### src/rtl/booth_mult.sv
// Sequential radix-2 Booth signed multiplier: one Booth step per clock,
// WIDTH steps per product, result on hi/lo with a one-cycle done pulse.
module booth_mult #(
  parameter int WIDTH = 32
) (
  input  logic             clk,
  input  logic             reset,
  input  logic [1:0]       mult_ctrl,
  input  logic [WIDTH-1:0] op_a,
  input  logic [WIDTH-1:0] op_b,
  output logic [WIDTH-1:0] hi,
  output logic [WIDTH-1:0] lo,
  output logic             busy,
  output logic             done
);

  localparam int CW = $clog2(WIDTH) + 1;
  localparam logic [1:0] CMD_START = 2'b01;
  localparam logic [1:0] CMD_ABORT = 2'b10;

  typedef enum logic [1:0] {
    IDLE = 2'b00,
    RUN  = 2'b01,
    DONE = 2'b10
  } state_e;

  state_e           state_q, state_d;
  logic [WIDTH:0]   a_q, a_d;
  logic [WIDTH:0]   m_q, m_d;
  logic [WIDTH-1:0] q_q, q_d;
  logic             qm1_q, qm1_d;
  logic [CW-1:0]    cnt_q, cnt_d;
  logic [WIDTH-1:0] hi_q, hi_d;
  logic [WIDTH-1:0] lo_q, lo_d;
  logic             busy_q, busy_d;
  logic             done_q, done_d;
  logic [WIDTH:0]   sum_s;

  // Booth recoding of {Q[0], q(-1)}: 01 adds M, 10 subtracts M, else hold.
  function automatic logic [WIDTH:0] booth_add(input logic [1:0]     pair,
                                               input logic [WIDTH:0] acc,
                                               input logic [WIDTH:0] m);
    case (pair)
      2'b01:   booth_add = acc + m;
      2'b10:   booth_add = acc - m;
      default: booth_add = acc;
    endcase
  endfunction

  // Next-state, datapath step and registered output decode.
  always_comb begin
    state_d = state_q;
    a_d     = a_q;
    m_d     = m_q;
    q_d     = q_q;
    qm1_d   = qm1_q;
    cnt_d   = cnt_q;
    hi_d    = hi_q;
    lo_d    = lo_q;
    sum_s   = {(WIDTH+1){1'b0}};
    case (state_q)
      IDLE, DONE: begin
        if (mult_ctrl == CMD_START) begin
          m_d     = {op_a[WIDTH-1], op_a};
          a_d     = {(WIDTH+1){1'b0}};
          q_d     = op_b;
          qm1_d   = 1'b0;
          cnt_d   = {CW{1'b0}};
          state_d = RUN;
        end else begin
          state_d = IDLE;
        end
      end
      RUN: begin
        if (mult_ctrl == CMD_ABORT) begin
          state_d = IDLE;
        end else begin
          // Add/subtract, then arithmetic shift of {A, Q, q(-1)} by one.
          sum_s = booth_add({q_q[0], qm1_q}, a_q, m_q);
          a_d   = {sum_s[WIDTH], sum_s[WIDTH:1]};
          q_d   = {sum_s[0], q_q[WIDTH-1:1]};
          qm1_d = q_q[0];
          cnt_d = cnt_q + {{(CW-1){1'b0}}, 1'b1};
          if (cnt_q == CW'(WIDTH - 1)) begin
            hi_d    = a_d[WIDTH-1:0];
            lo_d    = q_d;
            state_d = DONE;
          end else begin
            state_d = RUN;
          end
        end
      end
      default: state_d = IDLE;
    endcase
    busy_d = (state_d == RUN);
    done_d = (state_d == DONE);
  end

  // State and datapath registers, cleared asynchronously.
  always_ff @(posedge clk or negedge reset) begin
    if (!reset) begin
      state_q <= IDLE;
      a_q     <= {(WIDTH+1){1'b0}};
      m_q     <= {(WIDTH+1){1'b0}};
      q_q     <= {WIDTH{1'b0}};
      qm1_q   <= 1'b0;
      cnt_q   <= {CW{1'b0}};
      hi_q    <= {WIDTH{1'b0}};
      lo_q    <= {WIDTH{1'b0}};
      busy_q  <= 1'b0;
      done_q  <= 1'b0;
    end else begin
      state_q <= state_d;
      a_q     <= a_d;
      m_q     <= m_d;
      q_q     <= q_d;
      qm1_q   <= qm1_d;
      cnt_q   <= cnt_d;
      hi_q    <= hi_d;
      lo_q    <= lo_d;
      busy_q  <= busy_d;
      done_q  <= done_d;
    end
  end

  assign hi   = hi_q;
  assign lo   = lo_q;
  assign busy = busy_q;
  assign done = done_q;

endmodule

### config.mk
export PLATFORM = sky130hd
export DESIGN_NAME = booth_mult
export DESIGN_NICKNAME = d
export VERILOG_FILES = /design/src/rtl/booth_mult.sv
export SDC_FILE = /design/constraint.sdc
export NUM_CORES = 1
export LEC_CHECK = 0
export ABC_AREA = 1
export CORE_ASPECT_RATIO = 1.25
export CORE_MARGIN = 2
export CORE_UTILIZATION = 52
export DETAILED_ROUTE_END_ITERATION = 10
export GPL_TIMING_DRIVEN = 1
export HOLD_SLACK_MARGIN = 0.02
export PLACE_DENSITY_LB_ADDON = 0.25
export SLEW_MARGIN = 20
export SYNTH_ARGS = -nofsm -noshare
export SYNTH_HDL_FRONTEND = slang
export SYNTH_SLANG_ARGS = --single-unit
### constraint.sdc
create_clock -name clk -period 4.2 [get_ports clk]
set_input_delay 1.26 -clock clk [delete_from_list [all_inputs] [get_ports clk]]
set_output_delay 1.26 -clock clk [all_outputs]
set_load 0.01 [all_outputs]
Word level (Yosys, flattened, before mapping)
Index checks and enable logic that the tools add are counted.

operators by class
  $add $sub $neg = 3
  eq/ne operators = 11
  muxes and demuxes = 17
  bitwise gates (word level) = 1
  reductions and logical operators = 6

operators by type and width
  kind                   count
  $pmux W33 S2           2
  $mux W33               2
  $mux W32               2
  $pmux W32 S2           1
  $add A33 B33 Y33       1
  $sub A33 B33 Y33       1
  $mux W6                2
  $pmux W6 S2            1
  $eq A2 B1 Y1 const B   4
  $eq A2 B2 Y1 const B   4
  $add A6 B1 Y6 const B  1
  $eq A6 B5 Y1 const B   1
  $reduce_and A3 Y1      2
  $mux W2                2
  $ne A2 B2 Y1 const B   2
  $pmux W2 S2            1
  $mux W1                3
  $logic_not A2 Y1       1
  $pmux W1 S2            1
  $reduce_and A2 Y1      1
  $reduce_bool A2 Y1     1
  $reduce_or A2 Y1       1
  $not A1 Y1             1

word-level totals
  bits in registers = 172
  bits of input ports = 68
  output and inout port bits = 66
  logic and storage cells = 48

Longest topological paths before layout
Gate-level depths: netlist of run 1.

  depth after elaboration = 5
  gate-level depth with buffers = 24
  depth with buffers taken out = 24

Worst setup path before layout of run 1
Ideal clock, no wire load.

  path type = register to register
  start = register q_q[0]
  end = register a_q[27]
  data arrival time = 2.676 ns
  slack = 1.400 ns
  stages on the path, launching flop included = 20
  buffers on the path = 2
  path through = dfrtp_1 ha_1 buf_2 clkinv_1 clkbuf_1 o21ai_0 xor2_1 ha_1 nand2_1 inv_1 nand2_1 nand2_1 a21oi_1 nor2_1 nor2_1 nand2_1 nand2_1 nand3_1 o211ai_1 nand2_1

between the ends
  word-level cells in the longest chain between the ends = 4

RTL lines
  element                                              line  source
  start: declaration                                   30    logic [WIDTH-1:0] q_q, q_d;
  start signal: assignment                             105   q_q <= {WIDTH{1'b0}};
  start signal: assignment                             116   q_q <= q_d;
  $eq A2 B2 Y1 / $eq A2 B1 Y1 (equally long branches)  43    case (pair)
  $pmux W33 S2 (*)                                     43
  $mux W33 (*)                                         75    if (mult_ctrl == CMD_ABORT) begin
  $pmux W33 S2 (*)                                     61    case (state_q)
  end signal: assignment                               103   a_q <= {(WIDTH+1){1'b0}};
  end: declaration                                     28    logic [WIDTH:0] a_q, a_d;

Mark *: on every way between the ends. The rest lies on a longest branch, timed or not. The select of a mux whose other input is x is not followed.
A chain may end at the register's enable or synchronous reset.

Worst setup path after layout of run 1
  start = register qm1_q
  end = register a_q[11]

between the ends
  word-level cells in the longest chain between the ends = 4

RTL lines
  element                                              line  source
  start: declaration                                   31    logic qm1_q, qm1_d;
  start signal: assignment                             117   qm1_q <= qm1_d;
  $eq A2 B2 Y1 / $eq A2 B1 Y1 (equally long branches)  43
  $pmux W33 S2 (*)                                     43
  $mux W33 (*)                                         75
  $pmux W33 S2 (*)                                     61

Marks and branches as above.

==> flow_summary.toml, run 1 <==
[route]
finalWirelength_microns = 27700
drt-initial-drc-count = 546
vias = 9123
number_of_design_rule_violations_left_after_detail_routing = 0
drt-vias-per-instance = 5.43
routed_wire_length_per_instance_microns = 16.5
detail-route-antenna-nets = 0
detailedRoute.firstPassIterationCount = 7

[clock_network]
numCtsBuffers = 17
clock_insertion_delay_worst_skew_ns = 0.45
clock_sink_count = 171
tritoncts = "yes"
post_cts_repair_resize_count = 0
ctsLongestPathBuffers = 2
postCtsSetupRepairBufs = 0
root_cell_of_the_clock_tree = "sky130_fd_sc_hd__clkbuf_16"
ctsHoldBuffers = 0
worst_setup_hold_path_clk_slew_ns = 0.08
htree_levels = 4

[synthesis]
ys_top_cells_by_area = "sky130_fd_sc_hd__dfrtp_1 43%, sky130_fd_sc_hd__nand2_1 17%, sky130_fd_sc_hd__o21ai_0 5.5%"
synth.net_count = 1419
post_synth_fa_ha_maj_area_fraction = 0.0465
synthDominantAreaCellType = "sky130_fd_sc_hd__dfrtp_1"
share_of_the_yosys_chip_area_belonging_to_registers = 0.435
synth_compound_gate_area_share = 0.140
post_synth_xor_area_fraction = 0.0311
synth_cell_type_count = 46
synth_top_cell_area_share = 0.435
synthSimpleGateAreaFrac = 0.269
synth_warnings = 0
synth_enable_flop_cells = 0
synth_area_per_cell_sq_um = 7.48
synthesis.area_sq_um = 9840
dominant_combinational_cell_family_by_area_after_synthesis = "simple AND/OR/NAND/NOR gates"
synthCells = 1315
synthArstFlopShare = 1.00
yosys-mux-area-fraction = 0.00102
yosys_register_bits = 171
synth_top_flop_cell = "sky130_fd_sc_hd__dfrtp_1"

[critical_path]
cp_max_fo = 13
internal_reg_to_reg_setup_slack_ns = 0.77
worst_setup_path_class = "flop to flop"
critPathRequiredTime_ns = 4.56
critical_path.endpoint_type = "flop"
worst-r2r-cell-count = 20
crit-reg2reg-launch = "qm1_q"
crit_start = "qm1_q"
setup.worst_path.start_class = "flop"
critical_path.reg2reg.endpoint = "a_q[11]"
timing.critical_path.arrival_ns = 3.78

[timing]
worst_slew_margin_rel = 0.369
final-hold-violation-count = 0
final.setup.tns_ns = 0
drv_slew = 0
skew_ns = 0.0151
final.period_utilization = 0.816
final_min_period_ns = 3.43
worst_slew_pin_slew_ns = 0.945
rsz0062_at_grt = "no"
min_hold_slack_ns = 0.482
final_report_setup_violation_count = 0
fmaxAchievable_mhz = 292

[floorplanning]
die_y_microns = 158
core_area_sq_um = 18600
die_area_sq_um = 20100
die_x_extent_microns = 127
boundaryPins = 134
row_count = 56
start_util = 0.528

[finish]
nets = 1539
drive_above_1_share = 0.0580
antennaDiodeCount = 0
area_delta_synth_final_pct = 21.8

[power_and_ir_drop]
power.static_leakage_nw = 5.97
fin_total_pwr_mw = 8.69
power.density_nw_per_um2 = 724
irDropWorstVdd_v = 0.000402

[hold_path]
hold_path_startpoint = "hi[27]"
worstHoldEndpoint = "hi[27]"
min_path_type = "flop to flop"
whs_path_depth = 2

[grt]
number_of_antenna_violations_at_the_first_check_in_global_routing = 0
grt.overflow.total = 0
gr-usage-all-layers = 0.284
grt_pass1_wl_microns = 44400
grt_start_max_net_pins = 75
first_global_vias = 8767

[run]
max_cap_viol_count = 0

[placed_design]
gp_congestion = 0.984
dp_hpwl_microns = 20300
io_buffers = 133

[status]
status = "completed"
==> synth_stat cells, drive strengths merged (3+ instances only) <==
master and instances:
o21bai 3, o211ai 33, o22ai 6, ha 35
xnor2 9, nand3 76, nand4 4, nand2 439
or2 12, nor4 4, clkbuf 27, nor2 94
buf 21, o221ai 8, dfrtp 171, a21oi 47
o21ai 135, nor3 10, inv 138, xor2 26
a21o 6
==> registers in the layout, indices dropped and copies added, names as in the netlist <==
| signal | flops |
|---|---|
| done | 1 |
| q_q | 32 |
| busy | 1 |
| lo | 32 |
| a_q | 32 |
| qm1_q | 1 |
| state_q | 2 |
| cnt_q | 6 |
| hi | 32 |
| m_q | 32 |
==> through the flow <==
stage          utilization  area [sq um]  instances  worst slack [ns]
2_1_floorplan            -          9840       1315              1.40
3_3_place_gp         0.612         11400       1648             0.840
3_5_place_dp         0.612         11400       1648             0.830
4_1_cts              0.643         12000       1680             0.809
5_1_grt              0.643         12000       1680             0.358
6_report             0.643         12000       1680             0.773
==> cells by family (layout without fill, tap and decap cells) <==
family / after synthesis / after routing
buffers and inverters: 187 / 320
adder cells (fa/ha/maj): 36 / 36
AND/OR/NAND/NOR: 642 / 642
XOR/XNOR: 35 / 35
flip-flops: 171 / 171
multiplexers: 1 / 1
AO/OA/AOI/OAI: 243 / 243
==> where the power goes <==
part	total [mW]	leakage (nW)	internal, mW	switching [mW]
clock	1.58	0.287	0.811	0.768
combinational	4.80	3.45	1.62	3.18
sequential	2.31	2.24	2.01	0.292
total	8.69	5.97	4.45	4.24
==> layer usage <==
metal,track usage,vias up,share of wire
met5,0,-,0
met4,0.121,0,0.037
met3,0.0470,54,0.046
met2,0.511,270,0.52
met1,0.335,4302,0.39
li1,-,4497,-
==> critical path, cell delays in order (launching register included) <==
cell	delay (ns)
sky130_fd_sc_hd__dfrtp_1	0.36
sky130_fd_sc_hd__inv_1	0.07
sky130_fd_sc_hd__ha_1	0.16
sky130_fd_sc_hd__clkinv_1	0.30
sky130_fd_sc_hd__buf_4	0.29
sky130_fd_sc_hd__nand2_1	0.10
sky130_fd_sc_hd__o21ai_0	0.10
sky130_fd_sc_hd__xor2_1	0.14
sky130_fd_sc_hd__inv_1	0.08
sky130_fd_sc_hd__ha_1	0.34
sky130_fd_sc_hd__nand2_1	0.13
sky130_fd_sc_hd__inv_1	0.05
sky130_fd_sc_hd__a21oi_1	0.13
sky130_fd_sc_hd__nand2_1	0.14
sky130_fd_sc_hd__nand2_1	0.10
sky130_fd_sc_hd__nand3_2	0.14
sky130_fd_sc_hd__nand2_1	0.10
sky130_fd_sc_hd__inv_1	0.04
sky130_fd_sc_hd__o21ai_1	0.16
sky130_fd_sc_hd__o21ai_0	0.20
sky130_fd_sc_hd__o21ai_0	0.22
==> worst max-delay path by stage <==
stage,slack [ns],cells past startpoint,endpoint
global placement,0.84,20,a_q[11]
detailed placement,0.83,20,a_q[11]
floorplan,1.40,19,a_q[27]
global route,0.36,21,hi[31]
CTS,0.81,20,a_q[11]
finish,0.77,20,a_q[11]
==> cell type report <==
class | count | area (sq um)
fill | 1708 | 6650
multi-input combinational | 957 | 4810
sequential | 171 | 4280
timing repair buffer | 149 | 1500
inverter | 139 | 522
clock buffer | 18 | 439
tap | 232 | 290
clock inverter | 14 | 149
==> layout by cell type, fill, tap and decap left out, types with 5 or more instances in the layout <==
master                            netlist  layout
sky130_fd_sc_hd__nand2_2                5       5
sky130_fd_sc_hd__xnor2_1                9       9
sky130_fd_sc_hd__o221ai_1               8       8
sky130_fd_sc_hd__inv_1                133     132
sky130_fd_sc_hd__inv_2                  5       6
sky130_fd_sc_hd__clkdlybuf4s50_1        0     132
sky130_fd_sc_hd__ha_1                  35      35
sky130_fd_sc_hd__buf_4                  3      12
sky130_fd_sc_hd__inv_8                  0       5
sky130_fd_sc_hd__dfrtp_1              171     171
sky130_fd_sc_hd__or2_2                 10      10
sky130_fd_sc_hd__nor2_1                89      89
sky130_fd_sc_hd__a21o_1                 6       6
sky130_fd_sc_hd__o22ai_1                6       6
sky130_fd_sc_hd__clkbuf_16              0      17
sky130_fd_sc_hd__o21ai_0              108     108
sky130_fd_sc_hd__nor3_1                 8       8
sky130_fd_sc_hd__nand3_1               74      74
sky130_fd_sc_hd__nand2_1              434     434
sky130_fd_sc_hd__a21oi_1               45      45
sky130_fd_sc_hd__xor2_1                26      26
sky130_fd_sc_hd__o21ai_1               26      26
sky130_fd_sc_hd__o211ai_1              33      33
No activity file was read; power rests on OpenSTA's default activity.
==> run 2, diff against run 1 <==
--- a/config.mk
+++ b/config.mk
@@ -8,7 +8,7 @@
 export ABC_AREA = 1
 export CORE_ASPECT_RATIO = 1.25
 export CORE_MARGIN = 2
-export CORE_UTILIZATION = 52
+export CORE_UTILIZATION = 50
 export DETAILED_ROUTE_END_ITERATION = 10
 export GPL_TIMING_DRIVEN = 1
 export HOLD_SLACK_MARGIN = 0.02
==> constraint.sdc (replaced) <==
create_clock -name clk -period 3.1 [get_ports clk]
set_input_delay 0.93 -clock clk [delete_from_list [all_inputs] [get_ports clk]]
set_output_delay 0.93 -clock clk [all_outputs]
set_load 0.01 [all_outputs]
==> run 2 against run 1 <==
  * Count of clock-buffer cells in the layout shrank 1
  * Routed wire length shrank 0.14%
  * Via count is 2.5% higher
  * Die area up 3.9%
  * Core utilization rose by 3.7 points
  * Non-clock buffer count up 63
  * Clock power up 37%
  * Worst hold slack lost 0.078 ns
  * Critical endpoint is now hi[31]
==> flow_summary.toml, run 2 (same netlist as run 1, synthesis figures left out) <==
[grt]
grt_pass1_wl_microns = 43100
first_global_vias = 8900
grt_start_max_net_pins = 108
gr-usage-all-layers = 0.259
grt.overflow.total = 0
number_of_antenna_violations_at_the_first_check_in_global_routing = 0

[placed_design]
post_dp_cell_area_sq_um = 11800
gp_congestion = 0.985
io_buffers = 133
dp_hpwl_microns = 19600

[critical_path]
internal_reg_to_reg_setup_slack_ns = 0.01
crit_path_buffers_inverters = 3
setup.worst_path.start_class = "flop"
ordered_cell_list_for_the_critical_path = "inv_2 > nand3_4 > nor3_4 > buf_6 > nand3_4 > o21ai_2 > buf_4 > xor2_2 > ha_1 > nand2_1 > nand2_1 > nand2_1 > nand2_1 > nand2_1 > nand2_1 > a21oi_2 > nand2_1 > nand2_2 > nand3_1 > nand2_1 > nand2_1 > nand2_1 > nand2_1"
cp_most_frequent_cell = "sky130_fd_sc_hd__nand2_1"
crit_family = "simple AND/OR/NAND/NOR gates"
worst_path_max_delay_cell = "sky130_fd_sc_hd__dfrtp_1"
critPathRequiredTime_ns = 3.43
timing.critical_path.slowest_cell_delay_ns = 0.40
worst_setup_path_class = "flop to flop"
timing.critical_path.arrival_ns = 3.42
crit-reg2reg-launch = "m_q[1]"
critical_path.endpoint_type = "flop"
critical_path.reg2reg.endpoint = "hi[31]"
cp_max_fo = 5
worst-r2r-cell-count = 23

[finish]
stdcell_area_sq_um = 13200
drive_above_1_share = 0.176
antennaDiodeCount = 0
nets = 1602
area_delta_synth_final_pct = 34.0
finish.utilization = 0.680
layout_commonest_cell = "sky130_fd_sc_hd__nand2_1"
layout.cells.most_common_list = "413 x sky130_fd_sc_hd__nand2_1, 169 x sky130_fd_sc_hd__dfrtp_1, 132 x sky130_fd_sc_hd__clkdlybuf4s50_1"

[clock_network]
clock_sink_count = 171
ctsLongestPathBuffers = 2
tritoncts = "yes"
clock_insertion_delay_worst_skew_ns = 0.44
root_cell_of_the_clock_tree = "sky130_fd_sc_hd__clkbuf_16"
worst_setup_hold_path_clk_slew_ns = 0.08
htree_levels = 4
numCtsBuffers = 17

[route]
detailedRoute.firstPassIterationCount = 5
number_of_design_rule_violations_left_after_detail_routing = 0
detail-route-antenna-nets = 0
routed_wire_length_per_instance_microns = 15.6
finalWirelength_microns = 27700
drt-initial-drc-count = 742
vias = 9351
drt-vias-per-instance = 5.27

[power_and_ir_drop]
irDropWorstVdd_v = 0.000570
power.static_leakage_nw = 6.36
power.density_nw_per_um2 = 1050
fin_total_pwr_mw = 13.8

[timing]
final.period_utilization = 0.995
worst_slew_pin_slew_ns = 0.584
drv_slew = 0
skew_ns = 0.00911
final.setup.tns_ns = 0
min_hold_slack_ns = 0.403
fmaxAchievable_mhz = 324
rsz0062_at_grt = "yes"
final-hold-violation-count = 0
final_report_setup_violation_count = 0
worst_slew_margin_rel = 0.606
final_min_period_ns = 3.09

[floorplanning]
boundaryPins = 134
die_x_extent_microns = 129
die_area_sq_um = 20800
row_count = 57
core_area_sq_um = 19400
start_util = 0.507
die_y_microns = 161

[run]
max_cap_viol_count = 0

[status]
status = "completed"

[hold_path]
min_path_type = "input port to asynchronous set/reset pin"
-- run 2: changes by cell type in the layout (fill, tap and decap cells not counted), sizes merged --
| cell | previous run | this run |
|---|---|---|
| clkinvlp | 1 | 3 |
| buf | 17 | 80 |
| clkbuf | 18 | 17 |
| inv | 146 | 147 |
| clkinv | 6 | 4 |
-- run 2: report_power, final --
| group | total [mW] | leakage (nW) | internal, mW | switching (mW) |
|---|---|---|---|---|
| logic | 8.49 | 3.84 | 3.44 | 5.04 |
| registers | 3.17 | 2.24 | 2.73 | 0.437 |
| clock network | 2.17 | 0.283 | 1.09 | 1.07 |
-- run 2: metrics by stage --
step / std cells / setup slack, ns
after floorplan: 1315 / 0.300
after global placement: 1728 / -0.156
after detailed placement: 1728 / -0.202
after CTS: 1761 / 0.00175
after global routing: 1776 / -0.190
final: 1776 / 0.0147
-- run 2: routing by layer --
layer,global-route usage,vias to the layer above,wire (microns)
met1,0.338,4360,12000
met4,0.0718,0,585
li1,-,4628,-
met2,0.446,312,13700
met3,0.0416,51,1430
met5,0,-,0
-- run 2: layout make-up --
type,instances,area (sq um)
clock buffers,17,425
clock inverters,15,173
fillers,1591,6210
inverters,139,523
multi-input cells,957,5450
flip-flops and latches,171,4280
well taps,265,332
repair buffers,212,2010
-- run 2: worst reg2reg max path, stage by stage, from the launching register on --
cell                      delay (ns)
sky130_fd_sc_hd__dfrtp_1        0.40
sky130_fd_sc_hd__inv_2          0.12
sky130_fd_sc_hd__nand3_4        0.09
sky130_fd_sc_hd__nor3_4         0.19
sky130_fd_sc_hd__buf_6          0.14
sky130_fd_sc_hd__nand3_4        0.10
sky130_fd_sc_hd__o21ai_2        0.19
sky130_fd_sc_hd__buf_4          0.14
sky130_fd_sc_hd__xor2_2         0.16
sky130_fd_sc_hd__ha_1           0.31
sky130_fd_sc_hd__nand2_1        0.13
sky130_fd_sc_hd__nand2_1        0.06
sky130_fd_sc_hd__nand2_1        0.10
sky130_fd_sc_hd__nand2_1        0.06
sky130_fd_sc_hd__nand2_1        0.06
sky130_fd_sc_hd__nand2_1        0.08
sky130_fd_sc_hd__a21oi_2        0.14
sky130_fd_sc_hd__nand2_1        0.10
sky130_fd_sc_hd__nand2_2        0.08
sky130_fd_sc_hd__nand3_1        0.07
sky130_fd_sc_hd__nand2_1        0.07
sky130_fd_sc_hd__nand2_1        0.07
sky130_fd_sc_hd__nand2_1        0.07
sky130_fd_sc_hd__nand2_1        0.05
-- run 2: worst max-delay path by stage --
stage	cells after the start	startpoint	to
floorplan	19	q_q[0]	a_q[27]
global placement	19	m_q[0]	hi[30]
detailed placement	19	m_q[1]	a_q[30]
CTS	19	m_q[1]	a_q[30]
global route	21	m_q[0]	hi[31]
finish	23	m_q[1]	hi[31]
-- run 2: what timing repair did --
| item | CTS | global route |
|---|---|---|
| hold endpoints to repair | 0 | 0 |
| resized for setup | 36 | 125 |
| pin swaps | 4 | 35 |
| setup endpoints to repair | 36 | 50 |
| hold buffers | 0 | 0 |
| buffers inserted | 1 | 15 |
